--- src/rtl/ahb_apb_bridge_if.sv ---
// rtl/ahb_apb_bridge_if.sv - AHB-Lite and APB4 signal bundle for the AHB-to-APB bridge
//
// Purpose: groups the AHB-Lite slave port and the APB4 master port of the bridge.
// Modports:
//   slave  - bridge view: AHB request/data in, AHB response out, APB request out, APB response in
//   master - environment view: drives the AHB request and the APB response, observes the rest
interface ahb_apb_bridge_if #(
    parameter int DATA_W     = 32,
    parameter int HADDR_W    = 32,
    parameter int PADDR_SIZE = 4
);
    logic                  HSEL;
    logic [HADDR_W-1:0]    HADDR;
    logic [1:0]            HTRANS;
    logic                  HWRITE;
    logic [2:0]            HSIZE;
    logic [DATA_W-1:0]     HWDATA;
    logic                  HREADY;
    logic                  HREADYOUT;
    logic                  HRESP;
    logic [DATA_W-1:0]     HRDATA;

    logic                  PSEL;
    logic                  PENABLE;
    logic [PADDR_SIZE-1:0] PADDR;
    logic                  PWRITE;
    logic [DATA_W-1:0]     PWDATA;
    logic [DATA_W/8-1:0]   PSTRB;
    logic                  PREADY;
    logic [DATA_W-1:0]     PRDATA;
    logic                  PSLVERR;

    modport slave (
        input  HSEL, HADDR, HTRANS, HWRITE, HSIZE, HWDATA, HREADY,
        output HREADYOUT, HRESP, HRDATA,
        output PSEL, PENABLE, PADDR, PWRITE, PWDATA, PSTRB,
        input  PREADY, PRDATA, PSLVERR
    );

    modport master (
        output HSEL, HADDR, HTRANS, HWRITE, HSIZE, HWDATA, HREADY,
        input  HREADYOUT, HRESP, HRDATA,
        input  PSEL, PENABLE, PADDR, PWRITE, PWDATA, PSTRB,
        output PREADY, PRDATA, PSLVERR
    );
endinterface

--- src/rtl/ahb_apb_bridge.sv ---
// rtl/ahb_apb_bridge.sv - AHB-Lite slave to single-slave APB4 master bridge
//
// Purpose: converts each accepted AHB transfer into one APB SETUP+ACCESS sequence, stretching
//          the AHB data phase until PREADY and mapping PSLVERR / illegal transfers to a two-cycle
//          AHB ERROR response. All outputs are registered.
// Ports:
//   HCLK    - clock, rising edge
//   HRESETn - synchronous active-low reset
//   bus     - ahb_apb_bridge_if.slave: AHB HSEL/HADDR/HTRANS/HWRITE/HSIZE/HWDATA/HREADY in,
//             HREADYOUT/HRESP/HRDATA out; APB PSEL/PENABLE/PADDR/PWRITE/PWDATA/PSTRB out,
//             PREADY/PRDATA/PSLVERR in
// Optional feature: APB_BRIDGE_TIMEOUT_EN - abort an ACCESS after TIMEOUT_CYCLES wait cycles.
module ahb_apb_bridge #(
    parameter int DATA_W         = 32,
    parameter int HADDR_W        = 32,
    parameter int PADDR_SIZE     = 4,
    parameter int TIMEOUT_CYCLES = 255
) (
    input  logic             HCLK,
    input  logic             HRESETn,
    ahb_apb_bridge_if.slave  bus
);
    typedef enum logic [2:0] {IDLE, SETUP, ACCESS, ERR1, ERR2} state_t;

    state_t                state_q, state_d;
    logic [PADDR_SIZE+1:0] addr_q, addr_d;
    logic                  write_q, write_d;
    logic [2:0]            size_q, size_d;
    logic                  psel_q, psel_d;
    logic                  penable_q, penable_d;
    logic [PADDR_SIZE-1:0] paddr_q, paddr_d;
    logic                  pwrite_q, pwrite_d;
    logic [DATA_W-1:0]     pwdata_q, pwdata_d;
    logic [DATA_W/8-1:0]   pstrb_q, pstrb_d;
    logic                  hreadyout_q, hreadyout_d;
    logic                  hresp_q, hresp_d;
    logic [DATA_W-1:0]     hrdata_q, hrdata_d;

`ifdef APB_BRIDGE_TIMEOUT_EN
    localparam logic [7:0] WAIT_LAST = 8'(TIMEOUT_CYCLES - 1);
    logic [7:0]            wait_cnt_q, wait_cnt_d;
`endif

    logic                  accept;
    logic                  legal;
    logic [DATA_W/8-1:0]   wr_strb;
    logic                  unused_bits;

    assign unused_bits = ^{bus.HTRANS[0], bus.HADDR[HADDR_W-1:PADDR_SIZE+2], 8'(TIMEOUT_CYCLES)};

    // HREADYOUT is high only in IDLE and ERR2, which are exactly the states that may accept.
    assign accept = bus.HSEL & bus.HTRANS[1] & bus.HREADY & hreadyout_q;

    always_comb begin
        case (bus.HSIZE)
            3'd0:    legal = 1'b1;
            3'd1:    legal = ~bus.HADDR[0];
            3'd2:    legal = (bus.HADDR[1:0] == 2'b00);
            default: legal = 1'b0;
        endcase
    end

    always_comb begin
        case (size_q)
            3'd0:    wr_strb = 4'b0001 << addr_q[1:0];
            3'd1:    wr_strb = addr_q[1] ? 4'b1100 : 4'b0011;
            default: wr_strb = 4'b1111;
        endcase
    end

    always_comb begin
        state_d     = state_q;
        addr_d      = addr_q;
        write_d     = write_q;
        size_d      = size_q;
        psel_d      = psel_q;
        penable_d   = penable_q;
        paddr_d     = paddr_q;
        pwrite_d    = pwrite_q;
        pwdata_d    = pwdata_q;
        pstrb_d     = pstrb_q;
        hreadyout_d = hreadyout_q;
        hresp_d     = hresp_q;
        hrdata_d    = hrdata_q;
`ifdef APB_BRIDGE_TIMEOUT_EN
        wait_cnt_d  = wait_cnt_q;
`endif
        case (state_q)
            IDLE, ERR2: begin
                state_d     = IDLE;
                hreadyout_d = 1'b1;
                hresp_d     = 1'b0;
                if (accept) begin
                    addr_d      = bus.HADDR[PADDR_SIZE+1:0];
                    write_d     = bus.HWRITE;
                    size_d      = bus.HSIZE;
                    hreadyout_d = 1'b0;
                    // Illegal transfers skip the APB side and enter ERR1 with HRESP already up.
                    state_d     = legal ? SETUP : ERR1;
                    hresp_d     = ~legal;
                end
            end
            SETUP: begin
                // First SETUP cycle is the AHB data phase; HWDATA is only valid at its end,
                // so the APB setup phase is launched from that edge.
                if (!psel_q) begin
                    psel_d   = 1'b1;
                    paddr_d  = addr_q[PADDR_SIZE+1:2];
                    pwrite_d = write_q;
                    pwdata_d = bus.HWDATA;
                    pstrb_d  = write_q ? wr_strb : '0;
                end else begin
                    penable_d = 1'b1;
                    state_d   = ACCESS;
`ifdef APB_BRIDGE_TIMEOUT_EN
                    wait_cnt_d = 8'd0;
`endif
                end
            end
            ACCESS: begin
                if (bus.PREADY) begin
                    psel_d    = 1'b0;
                    penable_d = 1'b0;
                    if (bus.PSLVERR) begin
                        state_d = ERR1;
                        hresp_d = 1'b1;
                    end else begin
                        state_d     = IDLE;
                        hreadyout_d = 1'b1;
                        hresp_d     = 1'b0;
                        if (!write_q) hrdata_d = bus.PRDATA;
                    end
                end
`ifdef APB_BRIDGE_TIMEOUT_EN
                else if (wait_cnt_q == WAIT_LAST) begin
                    psel_d    = 1'b0;
                    penable_d = 1'b0;
                    state_d   = ERR1;
                    hresp_d   = 1'b1;
                end else begin
                    wait_cnt_d = wait_cnt_q + 8'd1;
                end
`endif
            end
            ERR1: begin
                state_d     = ERR2;
                hreadyout_d = 1'b1;
                hresp_d     = 1'b1;
            end
            default: state_d = IDLE;
        endcase
    end

    always_ff @(posedge HCLK) begin
        if (!HRESETn) begin
            state_q     <= IDLE;
            addr_q      <= '0;
            write_q     <= 1'b0;
            size_q      <= 3'd0;
            psel_q      <= 1'b0;
            penable_q   <= 1'b0;
            paddr_q     <= '0;
            pwrite_q    <= 1'b0;
            pwdata_q    <= '0;
            pstrb_q     <= '0;
            hreadyout_q <= 1'b1;
            hresp_q     <= 1'b0;
            hrdata_q    <= '0;
`ifdef APB_BRIDGE_TIMEOUT_EN
            wait_cnt_q  <= 8'd0;
`endif
        end else begin
            state_q     <= state_d;
            addr_q      <= addr_d;
            write_q     <= write_d;
            size_q      <= size_d;
            psel_q      <= psel_d;
            penable_q   <= penable_d;
            paddr_q     <= paddr_d;
            pwrite_q    <= pwrite_d;
            pwdata_q    <= pwdata_d;
            pstrb_q     <= pstrb_d;
            hreadyout_q <= hreadyout_d;
            hresp_q     <= hresp_d;
            hrdata_q    <= hrdata_d;
`ifdef APB_BRIDGE_TIMEOUT_EN
            wait_cnt_q  <= wait_cnt_d;
`endif
        end
    end

    assign bus.HREADYOUT = hreadyout_q;
    assign bus.HRESP     = hresp_q;
    assign bus.HRDATA    = hrdata_q;
    assign bus.PSEL      = psel_q;
    assign bus.PENABLE   = penable_q;
    assign bus.PADDR     = paddr_q;
    assign bus.PWRITE    = pwrite_q;
    assign bus.PWDATA    = pwdata_q;
    assign bus.PSTRB     = pstrb_q;
endmodule

--- src/flat_wrapper.sv ---
// flat-port wrapper written by rule: the top's interface ports become plain ports
module ahb_apb_bridge_flat 
#(
    parameter int DATA_W         = 32,
    parameter int HADDR_W        = 32,
    parameter int PADDR_SIZE     = 4,
    parameter int TIMEOUT_CYCLES = 255
)
  (HCLK, HRESETn, bus_HSEL, bus_HADDR, bus_HTRANS, bus_HWRITE, bus_HSIZE, bus_HWDATA, bus_HREADY, bus_HREADYOUT, bus_HRESP, bus_HRDATA, bus_PSEL, bus_PENABLE, bus_PADDR, bus_PWRITE, bus_PWDATA, bus_PSTRB, bus_PREADY, bus_PRDATA, bus_PSLVERR);
  ahb_apb_bridge_if #(.DATA_W(DATA_W), .HADDR_W(HADDR_W), .PADDR_SIZE(PADDR_SIZE)) bus_i ();
  input  logic HCLK;
  input  logic HRESETn;
  input wire logic [$bits(bus_i.HSEL)-1:0] bus_HSEL;
  input wire logic [$bits(bus_i.HADDR)-1:0] bus_HADDR;
  input wire logic [$bits(bus_i.HTRANS)-1:0] bus_HTRANS;
  input wire logic [$bits(bus_i.HWRITE)-1:0] bus_HWRITE;
  input wire logic [$bits(bus_i.HSIZE)-1:0] bus_HSIZE;
  input wire logic [$bits(bus_i.HWDATA)-1:0] bus_HWDATA;
  input wire logic [$bits(bus_i.HREADY)-1:0] bus_HREADY;
  output wire logic [$bits(bus_i.HREADYOUT)-1:0] bus_HREADYOUT;
  output wire logic [$bits(bus_i.HRESP)-1:0] bus_HRESP;
  output wire logic [$bits(bus_i.HRDATA)-1:0] bus_HRDATA;
  output wire logic [$bits(bus_i.PSEL)-1:0] bus_PSEL;
  output wire logic [$bits(bus_i.PENABLE)-1:0] bus_PENABLE;
  output wire logic [$bits(bus_i.PADDR)-1:0] bus_PADDR;
  output wire logic [$bits(bus_i.PWRITE)-1:0] bus_PWRITE;
  output wire logic [$bits(bus_i.PWDATA)-1:0] bus_PWDATA;
  output wire logic [$bits(bus_i.PSTRB)-1:0] bus_PSTRB;
  input wire logic [$bits(bus_i.PREADY)-1:0] bus_PREADY;
  input wire logic [$bits(bus_i.PRDATA)-1:0] bus_PRDATA;
  input wire logic [$bits(bus_i.PSLVERR)-1:0] bus_PSLVERR;
  assign bus_i.HSEL = bus_HSEL;
  assign bus_i.HADDR = bus_HADDR;
  assign bus_i.HTRANS = bus_HTRANS;
  assign bus_i.HWRITE = bus_HWRITE;
  assign bus_i.HSIZE = bus_HSIZE;
  assign bus_i.HWDATA = bus_HWDATA;
  assign bus_i.HREADY = bus_HREADY;
  assign bus_HREADYOUT = bus_i.HREADYOUT;
  assign bus_HRESP = bus_i.HRESP;
  assign bus_HRDATA = bus_i.HRDATA;
  assign bus_PSEL = bus_i.PSEL;
  assign bus_PENABLE = bus_i.PENABLE;
  assign bus_PADDR = bus_i.PADDR;
  assign bus_PWRITE = bus_i.PWRITE;
  assign bus_PWDATA = bus_i.PWDATA;
  assign bus_PSTRB = bus_i.PSTRB;
  assign bus_i.PREADY = bus_PREADY;
  assign bus_i.PRDATA = bus_PRDATA;
  assign bus_i.PSLVERR = bus_PSLVERR;
  ahb_apb_bridge #(.DATA_W(DATA_W), .HADDR_W(HADDR_W), .PADDR_SIZE(PADDR_SIZE), .TIMEOUT_CYCLES(TIMEOUT_CYCLES)) u_core (.HCLK(HCLK), .HRESETn(HRESETn), .bus(bus_i));
endmodule
--- config.mk ---
export PLATFORM = sky130hd
export DESIGN_NAME = ahb_apb_bridge_flat
export DESIGN_NICKNAME = d
export VERILOG_FILES = /design/src/rtl/ahb_apb_bridge_if.sv /design/src/rtl/ahb_apb_bridge.sv /design/src/flat_wrapper.sv
export SDC_FILE = /design/constraint.sdc
export NUM_CORES = 1
export LEC_CHECK = 0
export CAP_MARGIN = 25
export CORE_AREA = 2 2 98 100
export CTS_BUF_LIST = sky130_fd_sc_hd__clkbuf_8
export DETAILED_ROUTE_END_ITERATION = 10
export DIE_AREA = 0 0 100 102
export HOLD_SLACK_MARGIN = 0.08
export PLACE_DENSITY = 0.93
export SLEW_MARGIN = 20
export SYNTH_ARGS = -nofsm -noshare
export SYNTH_HDL_FRONTEND = slang
export SYNTH_SLANG_ARGS = --single-unit
--- constraint.sdc ---
create_clock -name HCLK -period 1.7 [get_ports HCLK]
set_input_delay 0.34 -clock HCLK [delete_from_list [all_inputs] [get_ports HCLK]]
set_output_delay 0.34 -clock HCLK [all_outputs]
set_load 0.02 [all_outputs]
==> run_summary.xml <==
<?xml version="1.0" encoding="UTF-8"?>
<metrics>
  <group name="status">
    <metric name="run_status" unit="">finished, final reports clean</metric>
  </group>
  <group name="logic_synthesis">
    <metric name="ys_ff_latch" unit="">90</metric>
    <metric name="post_synth_inst_count" unit="">412</metric>
    <metric name="post_synthesis_cell_area" unit="um^2">3680</metric>
    <metric name="yosys.cell_types.count" unit="">36</metric>
    <metric name="synth_nets" unit="">520</metric>
    <metric name="synth_area_leader_cell" unit="">sky130_fd_sc_hd__dfxtp_1</metric>
    <metric name="synth_top_area_share" unit="%">48.9</metric>
    <metric name="largest_cells_by_area_after_synthesis" unit="">sky130_fd_sc_hd__dfxtp_1, sky130_fd_sc_hd__nand2_1, sky130_fd_sc_hd__a21boi_2</metric>
    <metric name="yosys_warnings" unit="">0</metric>
    <metric name="synth.avg_cell_area" unit="um^2">8.94</metric>
    <metric name="seq_area_frac_synth" unit="%">48.9</metric>
  </group>
  <group name="sta">
    <metric name="setup_viol" unit="">0</metric>
    <metric name="fin_crit_sh" unit="%">97.6</metric>
    <metric name="final.setup_skew" unit="ns">0.00983</metric>
    <metric name="fmaxAchievable" unit="MHz">603</metric>
    <metric name="max-slew-margin-rel" unit="%">75.0</metric>
    <metric name="final.min_clock_period" unit="ns">1.66</metric>
    <metric name="setup-tns-final" unit="ns">0</metric>
    <metric name="timing_max_transition_violations_final" unit="">0</metric>
    <metric name="worst_hold_slack" unit="ns">0.399</metric>
    <metric name="unrepaired_setup_endpoints_after_global_routing" unit="">false</metric>
    <metric name="max_slew.worst_pin.slew" unit="ns">0.376</metric>
    <metric name="final_hold_viol_count" unit="">0</metric>
  </group>
  <group name="hold_path">
    <metric name="hold_path.class" unit="">in -&gt; reg</metric>
    <metric name="hold_path_end" unit="">u_core.bus.PSTRB[1]</metric>
    <metric name="timing.hold.worst_path_depth" unit="">3</metric>
    <metric name="min-delay-start" unit="">HRESETn</metric>
  </group>
  <group name="power">
    <metric name="internal_power" unit="uW">3620</metric>
    <metric name="power.switching" unit="uW">1190</metric>
    <metric name="clock_power_share" unit="%">35.0</metric>
    <metric name="share_comb_of_total_power" unit="%">18.2</metric>
    <metric name="switching_share" unit="%">24.7</metric>
    <metric name="seq_power_share" unit="%">46.8</metric>
    <metric name="worst_ir_drop_vdd" unit="V">0.000447</metric>
    <metric name="power.density_cell_area" unit="nW/um^2">844</metric>
    <metric name="power.static_leakage" unit="uW">0.00255</metric>
  </group>
  <group name="drt">
    <metric name="detail_route.wl_per_cell" unit="um">14.3</metric>
    <metric name="drt_drc_violations_left" unit="">0</metric>
    <metric name="firstDrtPassIters" unit="">4</metric>
    <metric name="routed-via-count" unit="">3376</metric>
    <metric name="ant_nets" unit="">0</metric>
    <metric name="detail_route.vias_per_cell" unit="">4.96</metric>
    <metric name="initialDrtViolationCount" unit="">98</metric>
    <metric name="total_wirelength" unit="mm">9.70</metric>
  </group>
  <group name="global_route">
    <metric name="grt_remaining_overflow" unit="">0</metric>
    <metric name="grtUsageTotal" unit="%">18.5</metric>
    <metric name="grt_pass1_vias" unit="">3329</metric>
    <metric name="grt_max_degree" unit="">44</metric>
    <metric name="global_route_wire_length_before_repair" unit="mm">15.1</metric>
    <metric name="grt_antenna_before_repair" unit="">0</metric>
  </group>
  <group name="clock_network">
    <metric name="numCtsBuffers" unit="">9</metric>
    <metric name="cts.reportedPaths.clkPinSlew" unit="ns">0.08</metric>
    <metric name="tritoncts" unit="">done</metric>
    <metric name="clock-root-buffer" unit="">sky130_fd_sc_hd__clkbuf_8</metric>
    <metric name="clock-sinks" unit="">90</metric>
    <metric name="htreeDepth" unit="">3</metric>
    <metric name="clockBufferDepth" unit="">2</metric>
    <metric name="worst_skew_pair.late_latency" unit="ns">0.35</metric>
  </group>
  <group name="critical_path">
    <metric name="critical-path-top-delay-family" unit="">buffers and inverters</metric>
    <metric name="crit_path_max_fo" unit="">2</metric>
    <metric name="timing.critical_path.slowest_stage_cell" unit="">sky130_fd_sc_hd__clkdlybuf4s50_1</metric>
    <metric name="crit_required" unit="ns">1.36</metric>
    <metric name="crit_path_max_incr_delay" unit="ns">0.62</metric>
    <metric name="worstSetupPathType" unit="">reg -&gt; out</metric>
    <metric name="crit_buf_inv" unit="">1</metric>
    <metric name="r2r_start" unit="">u_core.state_q[1]</metric>
    <metric name="timing.rr.end" unit="">u_core.bus.HRDATA[25]</metric>
    <metric name="r2r.worst_path.cells" unit="">6</metric>
    <metric name="critPathArrivalTime" unit="ns">1.32</metric>
    <metric name="cp-start-kind" unit="">flop</metric>
    <metric name="crit_path_cell_trace" unit="">clkdlybuf4s50_1</metric>
    <metric name="cp-end-kind" unit="">output pin</metric>
    <metric name="r2r_setup_slack" unit="ns">0.24</metric>
  </group>
  <group name="die">
    <metric name="die_h" unit="um">102</metric>
    <metric name="fp.dieArea" unit="um^2">10200</metric>
    <metric name="ioPinCount" unit="">185</metric>
    <metric name="core_region_area" unit="um^2">9110</metric>
    <metric name="die-width" unit="um">100</metric>
    <metric name="rows" unit="">35</metric>
    <metric name="start_util" unit="%">40.4</metric>
  </group>
  <group name="final_layout">
    <metric name="multi_input_comb_area" unit="um^2">1700</metric>
    <metric name="fin_area" unit="um^2">5700</metric>
    <metric name="final_util" unit="%">62.5</metric>
    <metric name="num-nets-final" unit="">673</metric>
    <metric name="ff_latch_area" unit="um^2">1800</metric>
    <metric name="flow.area_growth_from_synthesis" unit="%">54.7</metric>
    <metric name="antennaDiodeCount" unit="">0</metric>
    <metric name="fillers" unit="">735</metric>
    <metric name="final_layout_size_suffix_gt1_share" unit="%">11.4</metric>
  </group>
  <group name="place">
    <metric name="gp_routability_congestion" unit="">0.841</metric>
    <metric name="io_buffer_count" unit="">157</metric>
    <metric name="dp.final_hpwl" unit="mm">7.12</metric>
    <metric name="placedInstanceArea" unit="um^2">5380</metric>
  </group>
  <group name="job">
    <metric name="drv.max_cap_violation_count" unit="">0</metric>
  </group>
</metrics>
-- placed cells by master (no fill, tap or decap) --
| master | Yosys | final |
|---|---|---|
| sky130_fd_sc_hd__clkbuf_8 | 0 | 9 |
| sky130_fd_sc_hd__nand4_1 | 1 | 1 |
| sky130_fd_sc_hd__nand2b_1 | 1 | 1 |
| sky130_fd_sc_hd__a21oi_1 | 5 | 5 |
| sky130_fd_sc_hd__a21boi_1 | 7 | 7 |
| sky130_fd_sc_hd__nor2b_4 | 1 | 1 |
| sky130_fd_sc_hd__clkinv_4 | 0 | 1 |
| sky130_fd_sc_hd__nor3_1 | 2 | 2 |
| sky130_fd_sc_hd__nor2b_1 | 14 | 14 |
| sky130_fd_sc_hd__nor3_4 | 1 | 2 |
| sky130_fd_sc_hd__a21boi_2 | 30 | 30 |
| sky130_fd_sc_hd__mux2i_1 | 10 | 10 |
| sky130_fd_sc_hd__o21bai_1 | 2 | 2 |
| sky130_fd_sc_hd__a31o_1 | 1 | 1 |
| sky130_fd_sc_hd__dlymetal6s2s_1 | 0 | 36 |
| sky130_fd_sc_hd__a2bb2oi_1 | 1 | 1 |
| sky130_fd_sc_hd__o22ai_1 | 1 | 1 |
| sky130_fd_sc_hd__a22oi_1 | 2 | 2 |
| sky130_fd_sc_hd__a211oi_1 | 1 | 1 |
| sky130_fd_sc_hd__buf_2 | 11 | 1 |
| sky130_fd_sc_hd__o21ai_0 | 12 | 12 |
| sky130_fd_sc_hd__o221a_2 | 1 | 1 |
| sky130_fd_sc_hd__a21o_1 | 1 | 1 |
| sky130_fd_sc_hd__nand2b_4 | 1 | 1 |
| sky130_fd_sc_hd__a21boi_0 | 32 | 32 |
| sky130_fd_sc_hd__and3_1 | 2 | 2 |
| sky130_fd_sc_hd__inv_1 | 1 | 2 |
| sky130_fd_sc_hd__clkdlybuf4s50_1 | 0 | 120 |
| sky130_fd_sc_hd__buf_12 | 0 | 4 |
| sky130_fd_sc_hd__nand3_1 | 4 | 4 |
| sky130_fd_sc_hd__bufinv_16 | 0 | 3 |
| sky130_fd_sc_hd__nand2_1 | 145 | 145 |
| sky130_fd_sc_hd__o211a_1 | 1 | 1 |
| sky130_fd_sc_hd__clkinv_2 | 0 | 1 |
| sky130_fd_sc_hd__buf_4 | 3 | 11 |
| sky130_fd_sc_hd__nor2_1 | 9 | 9 |
| sky130_fd_sc_hd__or3_1 | 1 | 1 |
| sky130_fd_sc_hd__dfxtp_1 | 90 | 90 |
| sky130_fd_sc_hd__a221oi_1 | 1 | 1 |
-- worst max path at each step --
stage | start | endpoint | slack, ns | cells past startpoint
floorplan | u_core.bus.HREADYOUT | u_core.addr_q[0] | 0.30 | 5
global placement | bus_HREADY | u_core.size_q[1] | -0.02 | 6
detailed placement | bus_HSEL | u_core.size_q[0] | -0.09 | 6
CTS | u_core.bus.HREADYOUT | bus_HREADYOUT | 0.004 | 1
global route | u_core.bus.PWDATA[17] | bus_PWDATA[17] | 0.0006 | 1
finish | u_core.bus.PWDATA[25] | bus_PWDATA[25] | 0.04 | 1
-- cells by family (layout without fill, tap and decap cells) --
family / Yosys count / in the layout / synth area share [%]
simple gates: 183 / 183 / 21.2
compound gates: 98 / 98 / 22.1
mux: 10 / 10 / 2.72
flops: 90 / 90 / 48.9
buf+inv: 31 / 188 / 5.06
-- cell usage after synthesis, drive strengths merged --
master   instances
a211oi           1
a21boi          69
a21o             1
a21oi            5
a221oi           1
a22oi            2
a2bb2oi          1
a31o             1
and3             2
buf             21
clkbuf           9
dfxtp           90
inv              1
mux2i           10
nand2          145
nand2b           2
nand3            4
nand4            1
nor2             9
nor2b           15
nor3             4
o211a            1
o21ai           12
o21bai           2
o221a            1
o22ai            1
or3              1
-- metal layers --
layer,vias up,GRT usage (%),share of wire [%]
met5,-,0,0
met4,0,5.90,1.9
met3,20,6.22,8.0
met2,140,33.4,50
met1,1557,20.8,41
li1,1659,-,-
-- registers in the layout (all words and copies together), names as in the netlist --
register,count
u_core.addr_q,6
u_core.bus.HRDATA,32
u_core.bus.HREADYOUT,1
u_core.bus.HRESP,1
u_core.bus.PADDR,4
u_core.bus.PENABLE,1
u_core.bus.PSEL,1
u_core.bus.PSTRB,4
u_core.bus.PWDATA,32
u_core.bus.PWRITE,1
u_core.size_q,3
u_core.state_q,3
u_core.write_q,1
-- area by class of cell --
| type | count | area share (%) |
|---|---|---|
| repair buffers | 172 | 31.9 |
| inverters | 1 | 0.0659 |
| well taps | 111 | 2.44 |
| clock inverters | 6 | 1.89 |
| multi-input cells | 291 | 29.9 |
| flip-flops and latches | 90 | 31.6 |
| clock buffers | 9 | 2.17 |
-- through the flow --
step	instances	total power, uW	setup WS [ns]
after global placement	665	3160	-0.0188
after detailed placement	665	3190	-0.0873
after global routing	680	5040	0.000622
after CTS	680	4880	0.00352
after floorplan	412	2740	0.302
final	680	4810	0.0415
-- power groups by stage --
stage | Clock [uW] | Combinational [uW] | Sequential [uW]
after floorplan | 0 | 349 | 2390
after global placement | 0 | 864 | 2290
after detailed placement | 0 | 886 | 2300
after CTS | 1740 | 890 | 2250
after global routing | 1830 | 948 | 2260
final | 1680 | 876 | 2250
-- timing repair --
action	in CTS	in global routing
hold buffers	0	0
setup buffers	0	0
endpoints found under the setup margin	0	36
gates resized for setup	0	36
(Power assumes the default switching activity.)
